--- src/rtl/pcie_scram_ctrl.sv ---
`default_nettype none
// ============================================================================
// pcie_scram_ctrl : per-symbol ordered-set parser driving scrambler seed/hold/bypass
// Revision 1.0
// ============================================================================
module pcie_scram_ctrl #(
  parameter int         TS_LEN  = 16,
  parameter logic [7:0] SYM_COM = 8'hBC,
  parameter logic [7:0] SYM_SKP = 8'h1C,
  parameter logic [7:0] SYM_PAD = 8'hF7
) (
  input  logic       clk,
  input  logic       rstb,
  input  logic       valid_in,
  input  logic [7:0] data_in,
  input  logic       k_in,
  input  logic       cfg_scram_disable,
  output logic       valid_out,
  output logic [7:0] data_out,
  output logic       k_out,
  output logic       lfsr_seed,
  output logic       lfsr_hold,
  output logic       scram_bypass,
  output logic [1:0] os_type,
  output logic       err_ts_trunc
);

  localparam int            CW     = $clog2(TS_LEN);
  localparam logic [CW-1:0] C_LAST = CW'(TS_LEN - 1);

  typedef enum logic [2:0] {
    S_DATA     = 3'd0,
    S_OS_ID    = 3'd1,
    S_TS_BODY  = 3'd2,
    S_SKP_OS   = 3'd3,
    S_OTHER_OS = 3'd4
  } state_t;

  state_t        r_state;
  state_t        w_next;
  logic [CW-1:0] r_cnt;
  logic [CW-1:0] w_cnt_next;
  logic          w_is_com;
  logic          w_is_skp;
  logic          w_seed;
  logic          w_hold;
  logic          w_byp;
  logic [1:0]    w_os;
  logic          w_err;

  assign w_is_com = k_in && (data_in == SYM_COM);
  assign w_is_skp = k_in && (data_in == SYM_SKP);

  always_ff @(posedge clk or negedge rstb) begin
    if (!rstb) begin
      r_state <= S_DATA;
      r_cnt   <= '0;
    end else begin
      r_state <= w_next;
      r_cnt   <= w_cnt_next;
    end
  end

  always_comb begin
    w_next     = r_state;
    w_cnt_next = r_cnt;
    w_seed     = 1'b0;
    w_hold     = 1'b0;
    w_byp      = 1'b1;
    w_os       = 2'd0;
    w_err      = 1'b0;
    if (!valid_in) begin
      // Idle slot: freeze the LFSR and keep the garbage byte unscrambled.
      w_hold = 1'b1;
    end else if (w_is_com) begin
      w_seed     = 1'b1;
      w_os       = 2'd3;
      w_err      = (r_state == S_TS_BODY);
      w_next     = S_OS_ID;
      w_cnt_next = CW'(1);
    end else begin
      case (r_state)
        S_OS_ID: begin
          if (w_is_skp) begin
            w_hold = 1'b1;
            w_os   = 2'd2;
            w_next = S_SKP_OS;
          end else if (!k_in || (data_in == SYM_PAD)) begin
            w_os       = 2'd1;
            w_next     = S_TS_BODY;
            w_cnt_next = CW'(2);
          end else begin
            w_os   = 2'd3;
            w_next = S_OTHER_OS;
          end
        end
        S_TS_BODY: begin
          w_os = 2'd1;
          if (r_cnt == C_LAST) begin
            w_next     = S_DATA;
            w_cnt_next = '0;
          end else begin
            w_cnt_next = r_cnt + 1'b1;
          end
        end
        S_SKP_OS: begin
          if (w_is_skp) begin
            w_hold = 1'b1;
            w_os   = 2'd2;
          end else begin
            // End of SKP run: this symbol is already ordinary traffic.
            w_next     = S_DATA;
            w_cnt_next = '0;
            w_byp      = k_in;
          end
        end
        S_OTHER_OS: begin
          if (k_in) begin
            w_os = 2'd3;
          end else begin
            w_next     = S_DATA;
            w_cnt_next = '0;
            w_byp      = 1'b0;
          end
        end
        default: begin
          w_byp = k_in;
        end
      endcase
    end
  end

  always_ff @(posedge clk or negedge rstb) begin
    if (!rstb) begin
      valid_out    <= 1'b0;
      data_out     <= 8'h00;
      k_out        <= 1'b0;
      lfsr_seed    <= 1'b0;
      lfsr_hold    <= 1'b0;
      scram_bypass <= 1'b0;
      os_type      <= 2'd0;
      err_ts_trunc <= 1'b0;
    end else begin
      valid_out    <= valid_in;
      data_out     <= data_in;
      k_out        <= k_in;
      lfsr_seed    <= w_seed;
      lfsr_hold    <= w_hold & ~w_seed;
      scram_bypass <= w_byp | cfg_scram_disable;
      os_type      <= w_os;
      err_ts_trunc <= w_err;
    end
  end

endmodule
`default_nettype wire

--- config.mk ---
export PLATFORM = sky130hd
export DESIGN_NAME = pcie_scram_ctrl
export DESIGN_NICKNAME = d
export VERILOG_FILES = /design/src/rtl/pcie_scram_ctrl.sv
export SDC_FILE = /design/constraint.sdc
export NUM_CORES = 1
export LEC_CHECK = 0
export BUFFER_PORTS_ARGS = -buffer_cell sky130_fd_sc_hd__buf_2
export CAP_MARGIN = 30
export CORE_MARGIN = 10
export CORE_UTILIZATION = 40
export DETAILED_ROUTE_END_ITERATION = 8
export MAX_ROUTING_LAYER = met4
export PLACE_DENSITY = 0.66
export SLEW_MARGIN = 10
export SYNTH_ARGS = -nofsm -noshare
export SYNTH_HDL_FRONTEND = slang
export SYNTH_SLANG_ARGS = --single-unit
--- constraint.sdc ---
create_clock -name clk -period 1.7 [get_ports clk]
set_input_delay 0 -clock clk [delete_from_list [all_inputs] [get_ports clk]]
set_output_delay 0 -clock clk [all_outputs]
set_load 0.02 [all_outputs]
==> results of run 1 <==
## cell families (layout without fill, tap and decap cells)
group	Yosys count	in the layout	share of synthesized area, %
flops	23	23	55.8
mux	5	5	5.46
fa+ha+maj	1	1	1.21
buf+inv	1	62	0.364
simple gates	39	39	24.0
compound gates	18	18	13.1
## Yosys cell counts (all sizes together) (2+ instances only)
library cell | number | area, µm²
nand2 | 6 | 22.5
mux2 | 5 | 56.3
nor3 | 4 | 36.3
o41ai | 2 | 25.0
nor2b | 3 | 18.8
nand2b | 3 | 18.8
nor3b | 4 | 30.0
a22o | 2 | 17.5
a21oi | 5 | 25.0
dfrtp | 23 | 576
nor2 | 6 | 22.5
nand3 | 3 | 15.0
## timing repair
action,4_1_cts,5_1_grt
pin swaps,4,5
setup buffers,3,2
setup endpoints to repair,7,7
hold buffers,12,1
endpoints found under the hold margin,35,1
gates resized for setup,14,2
gates cloned,0,0
## worst reg2reg max path: stages (launching register included)
cell	delay, ps
dfrtp_2	450
buf_6	130
nor3b_4	240
o41ai_4	120
buf_4	160
or4_1	400
a22o_1	190
## metal layers
metal	vias to the layer above	GRT usage (%)	part of all wire, %
met2	32	18.2	46
met4	0	4.73	2.1
met5	-	-	0
met3	7	3.91	7.7
met1	461	14.4	44
li1	450	-	-
## area by class of cell
class | instances | share of cell area (%)
tap | 30 | 2.36
clock buffer | 4 | 1.65
sequential | 23 | 36.5
multi-input combinational | 63 | 34.2
timing repair buffer | 58 | 25.3
## stage by stage
step	TNS, ps	setup WS [ps]	hold WS (ps)	utilization (%)	power, mW
6_report	-324	-90.8	101	64.1	1.70
5_1_grt	-858	-147	127	64.1	1.82
4_1_cts	-321	-109	3.82	62.8	1.67
3_5_place_dp	-1150	-214	6.00	54.1	1.32
3_3_place_gp	-1020	-178	-11.4	54.1	1.31
2_1_floorplan	-321	-60.6	-296	-	1.07
## worst max path at each step
stage                           start                endpoint  slack (ps)
3_3_place_gp               data_in[1]  r_state[2]$_DFFE_PN0P_        -180
3_5_place_dp               data_in[1]  r_state[2]$_DFFE_PN0P_        -210
5_1_grt        r_state[2]$_DFFE_PN0P_    r_cnt[2]$_DFFE_PN0P_        -150
4_1_cts        r_state[2]$_DFFE_PN0P_    r_cnt[2]$_DFFE_PN0P_        -110
6_report       r_state[2]$_DFFE_PN0P_    r_cnt[2]$_DFFE_PN0P_         -90
2_1_floorplan  r_state[0]$_DFFE_PN0P_  r_state[0]$_DFFE_PN0P_         -60
## flip-flops by register name, indices dropped and copies added, names as in the netlist
signal and flops:
k_out 1, os_type 2, err_ts_trunc 1, r_state 3
r_cnt 4, data_out 8, lfsr_seed 1, lfsr_hold 1
scram_bypass 1, valid_out 1
## where the power goes
part,internal (mW),total [mW],switching (mW)
registers,0.621,0.693,0.0724
clock network,0.0918,0.254,0.162
logic,0.419,0.756,0.336
total,1.13,1.70,0.571
==> flow_metrics.tcl, run 1 <==
set metrics [dict create \
    cp.arrival_ps 2000 \
    cts-root-buf "clkbuf_4" \
    drc 0 \
    fin_skew_ps 1.80 \
    violations "setup timing" \
    row_count 18 \
    layout_common_cells "buf_2, dfrtp_1, buf_4" \
    clkSinkCount 23 \
    whs_path_depth 3 \
    diodes 0 \
    fin_nets 163 \
    die_x_um 70.8 \
    htree_levels 1 \
    pin_count 29 \
    final-seq-area_um2 579 \
    setup_slack_ps -90.8 \
    antenna_found_initial 0 \
    fin_area_mm2 0.00159 \
    vias_per_cell 5.34 \
    grt_pass1_vias 1012 \
    hp-class "input pin to flip-flop" \
    placed_cells 158 \
    synthToLayoutAreaGrowth_pct 54.0 \
    start_kind "flip-flop" \
    first_iter_violations 67 \
    fp.coreArea_mm2 0.00248 \
    drv_cap 0 \
    start_util_pct 41.6 \
    grt_pass1_wl_um 4940 \
    period_share_pct 105 \
    netlist_area_mm2 0.00103 \
    fin_cells 178 \
    syn_inst 87 \
    synthArstFlopShare_pct 100 \
    vias 950 \
    finalHoldViolCount 0 \
    dr.pass1.iters 4 \
    crit_family "simple AND/OR/NAND/NOR gates" \
    cts_buffers 3 \
    crit_chain "buf_6, nor3b_4, o41ai_4, buf_4, or4_1, a22o_1" \
    clkTransAtPathRegs_ps 120 \
    report.final.slew_viol_count 0 \
    cp_max_fo 4 \
    irDropWorstVdd_mv 0.752 \
    overflow 0 \
    power_density_mw_per_mm2 1070 \
    clock_latency_ps 310 \
    finalSetupViolCount 7 \
    synth_ff_type "dfrtp_1" \
    crit_slowest_cell "dfrtp_2" \
    leakagePower_nw 0.719 \
    synth_edf_count 0 \
    rsz0062_at_grt "yes" \
    syn-num-nets 101 \
    relSlewSlack_pct 65.5 \
    dpl_cell_area_mm2 0.00134 \
    cp.depth 6 \
    grt.total_usage_pct 12.0 \
    fmax_mhz 558 \
    place_hpwl_um 1980 \
    yosysWarnings 0 \
    ctsLongestPathBuffers 2 \
    port_buffers 28 \
    status "finished, violations left" \
    max_stage_delay_ps 450 \
    worst-slew-pin-transition_ps 517 \
    reg2reg_slack_ps -90 \
    r2r_end "r_cnt[2]$_DFFE_PN0P_" \
    drtAntennaViolNets 0 \
    final_common_cell "buf_2" \
    die-area_mm2 0.00501 \
    die_h_um 70.8 \
    synth_cell_type_count 36 \
    min-delay-start "data_in[7]" \
    final_layout_size_suffix_gt1_share_pct 48.6 \
    ff2ff_path_depth 6 \
    path_class "flip-flop to flip-flop" \
    place_congestion 0.920 \
    grt_start_max_net_pins 24 \
    holdPathEnd "os_type[0]$_DFF_PN0_" \
    crit_buf_inv 2 \
    finalCriticalPeriod_ps 1790 \
    n_fill_cell 215 \
    synth_area_per_cell_um2 11.9 \
    drt_wl_total_um 2830 \
    cts_tree "yes" \
    regToRegStartpoint "r_state[2]$_DFFE_PN0P_" \
    multiInputGateArea_um2 543 \
    synth_sequential_area_ratio_pct 55.8 \
    ys_ff_latch 23 \
    cp-end-kind "flip-flop" \
    cp.required_ps 1910 \
    wire_per_inst_um 15.9 \
]
No activity file was read; power rests on OpenSTA's default activity.
==> inputs of run 2 (changes only) <==
- ABC_CLOCK_PERIOD_IN_PS: default -> 1700
- CELL_PAD_IN_SITES_DETAIL_PLACEMENT: default -> 2
- CELL_PAD_IN_SITES_GLOBAL_PLACEMENT: default -> 2
- CORE_UTILIZATION: 40 -> 29
- PLACE_DENSITY: 0.66 -> default
- PLACE_DENSITY_LB_ADDON: default -> 0.1
==> flow_metrics.tcl, run 2 (same netlist as run 1, synthesis figures left out) <==
set metrics [dict create \
    pin_count 29 \
    largest_reg_flops 8 \
    path_class "flip-flop to flip-flop" \
    layout_common_cells "buf_2, buf_4, dfrtp_1" \
    fp.coreArea_mm2 0.00339 \
    irDropWorstVdd_mv 0.497 \
    power_density_mw_per_mm2 1050 \
    fmax_mhz 565 \
    grt_pass1_vias 1113 \
    period_share_pct 104 \
    row_count 21 \
    crit_buf_inv 0 \
    crit_family "simple AND/OR/NAND/NOR gates" \
    final_layout_size_suffix_gt1_share_pct 50.0 \
    start_kind "flip-flop" \
    htree_levels 1 \
    grt_pass1_wl_um 5960 \
    die_h_um 79.6 \
    fin_skew_ps 0.955 \
    wire_per_inst_um 18.5 \
    hp-class "input pin to async pin" \
    fin_area_mm2 0.00162 \
    clkSinkCount 23 \
    place_congestion 0.792 \
    status "finished, violations left" \
    drt_wl_total_um 3660 \
    worst-slew-pin-transition_ps 525 \
    largestRegisters "data_out x8, r_cnt x4, r_state x3" \
    dpl_cell_area_mm2 0.00140 \
    cp.required_ps 1910 \
    diodes 0 \
    die_x_um 79.6 \
    cts_tree "yes" \
    violations "setup timing" \
    rsz0062_at_grt "yes" \
    fin_nets 167 \
    first_iter_violations 36 \
    clock_latency_ps 310 \
    fin_util_pct 47.8 \
    drc 0 \
    grt.total_usage_pct 12.4 \
    grt_start_max_net_pins 24 \
    finalSetupViolCount 7 \
    final_common_cell "buf_2" \
    hold_ws_ps 180 \
    max_stage_delay_ps 550 \
    start_util_pct 30.4 \
    largest-register "data_out" \
    port_buffers 28 \
    vias_per_cell 4.79 \
    relSlewSlack_pct 65.0 \
    clkTransAtPathRegs_ps 130 \
    finalCriticalPeriod_ps 1770 \
    cp-end-kind "flip-flop" \
    drv_cap 0 \
    crit_slowest_cell "or4_4" \
    ctsLongestPathBuffers 2 \
    cp.arrival_ps 1980 \
    dr.pass1.iters 4 \
    die-area_mm2 0.00634 \
    cp_max_fo 5 \
    setup_slack_ps -70.0 \
    place_hpwl_um 2580 \
    crit_chain "nor3b_4, o211ai_1, nand2_2, or4_4, a22o_1" \
    finalHoldViolCount 0 \
    overflow 0 \
    drtAntennaViolNets 0 \
    cts-root-buf "clkbuf_4" \
    cts_buffers 3 \
    vias 949 \
    report.final.slew_viol_count 0 \
    antenna_found_initial 0 \
    leakagePower_nw 0.736 \
    synthToLayoutAreaGrowth_pct 57.0 \
]
==> run 2: stage by stage <==
stage | setup WS [ps] | std cells | total power, mW | setup TNS (ps)
4_1_cts | -67.9 | 198 | 1.69 | -315
2_1_floorplan | -60.6 | 87 | 1.07 | -321
5_1_grt | -105 | 198 | 1.82 | -537
3_5_place_dp | -265 | 179 | 1.33 | -1580
6_report | -70.0 | 198 | 1.70 | -234
3_3_place_gp | -180 | 179 | 1.31 | -1150
==> run 2: path summary, 6_finish.rpt <==
path / startpoint / endpoint / slack, ps / cells after the start
worst max-delay path: r_state[2]$_DFFE_PN0P_ / r_cnt[2]$_DFFE_PN0P_ / -70 / 5
worst min-delay path: rstb / data_out[2]$_DFF_PN0_ / 180 / 2
worst max register to register: r_state[2]$_DFFE_PN0P_ / r_cnt[2]$_DFFE_PN0P_ / -70 / 5
worst min register to register: r_cnt[1]$_DFFE_PN0P_ / r_cnt[1]$_DFFE_PN0P_ / 580 / 1
max in group asynchronous: rstb / r_state[2]$_DFFE_PN0P_ / 1140 / 2
min in group clk: data_in[7] / os_type[0]$_DFF_PN0_ / 190 / 3
==> run 2: repair_timing <==
action,4_1_cts,5_1_grt
hold buffers,12,0
pin swaps,6,5
buffers inserted,5,0
hold endpoints to repair,35,0
endpoints found under the setup margin,7,7
resized for setup,10,2
==> run 2: cell type report <==
cell class | instances | area, µm²
Clock buffer | 3 | 22.5
Clock inverter | 1 | 5.00
Fill cell | 349 | 1770
Multi-Input combinational cell | 63 | 529
Sequential cell | 23 | 579
Tap cell | 46 | 57.6
Timing Repair Buffer | 62 | 425
==> run 2: layer usage <==
metal	track usage [%]	up-vias	wire length, µm
li1	-	457	-
met2	22.4	21	2000
met5	-	-	0
met1	13.1	469	1460
met3	2.93	2	171
met4	3.76	0	23
==> run 2: worst reg2reg max path, stage by stage (launching register included) <==
cell and delay, ps:
dfrtp_2 480, nor3b_4 190, o211ai_1 120, nand2_2 150, or4_4 550, a22o_1 190
==> run 2: power breakdown <==
part           internal (mW)  total, mW  switching (mW)
sequential             0.621      0.704          0.0826
combinational          0.394      0.744           0.350
clock                 0.0878      0.253           0.166
total                   1.10       1.70           0.598
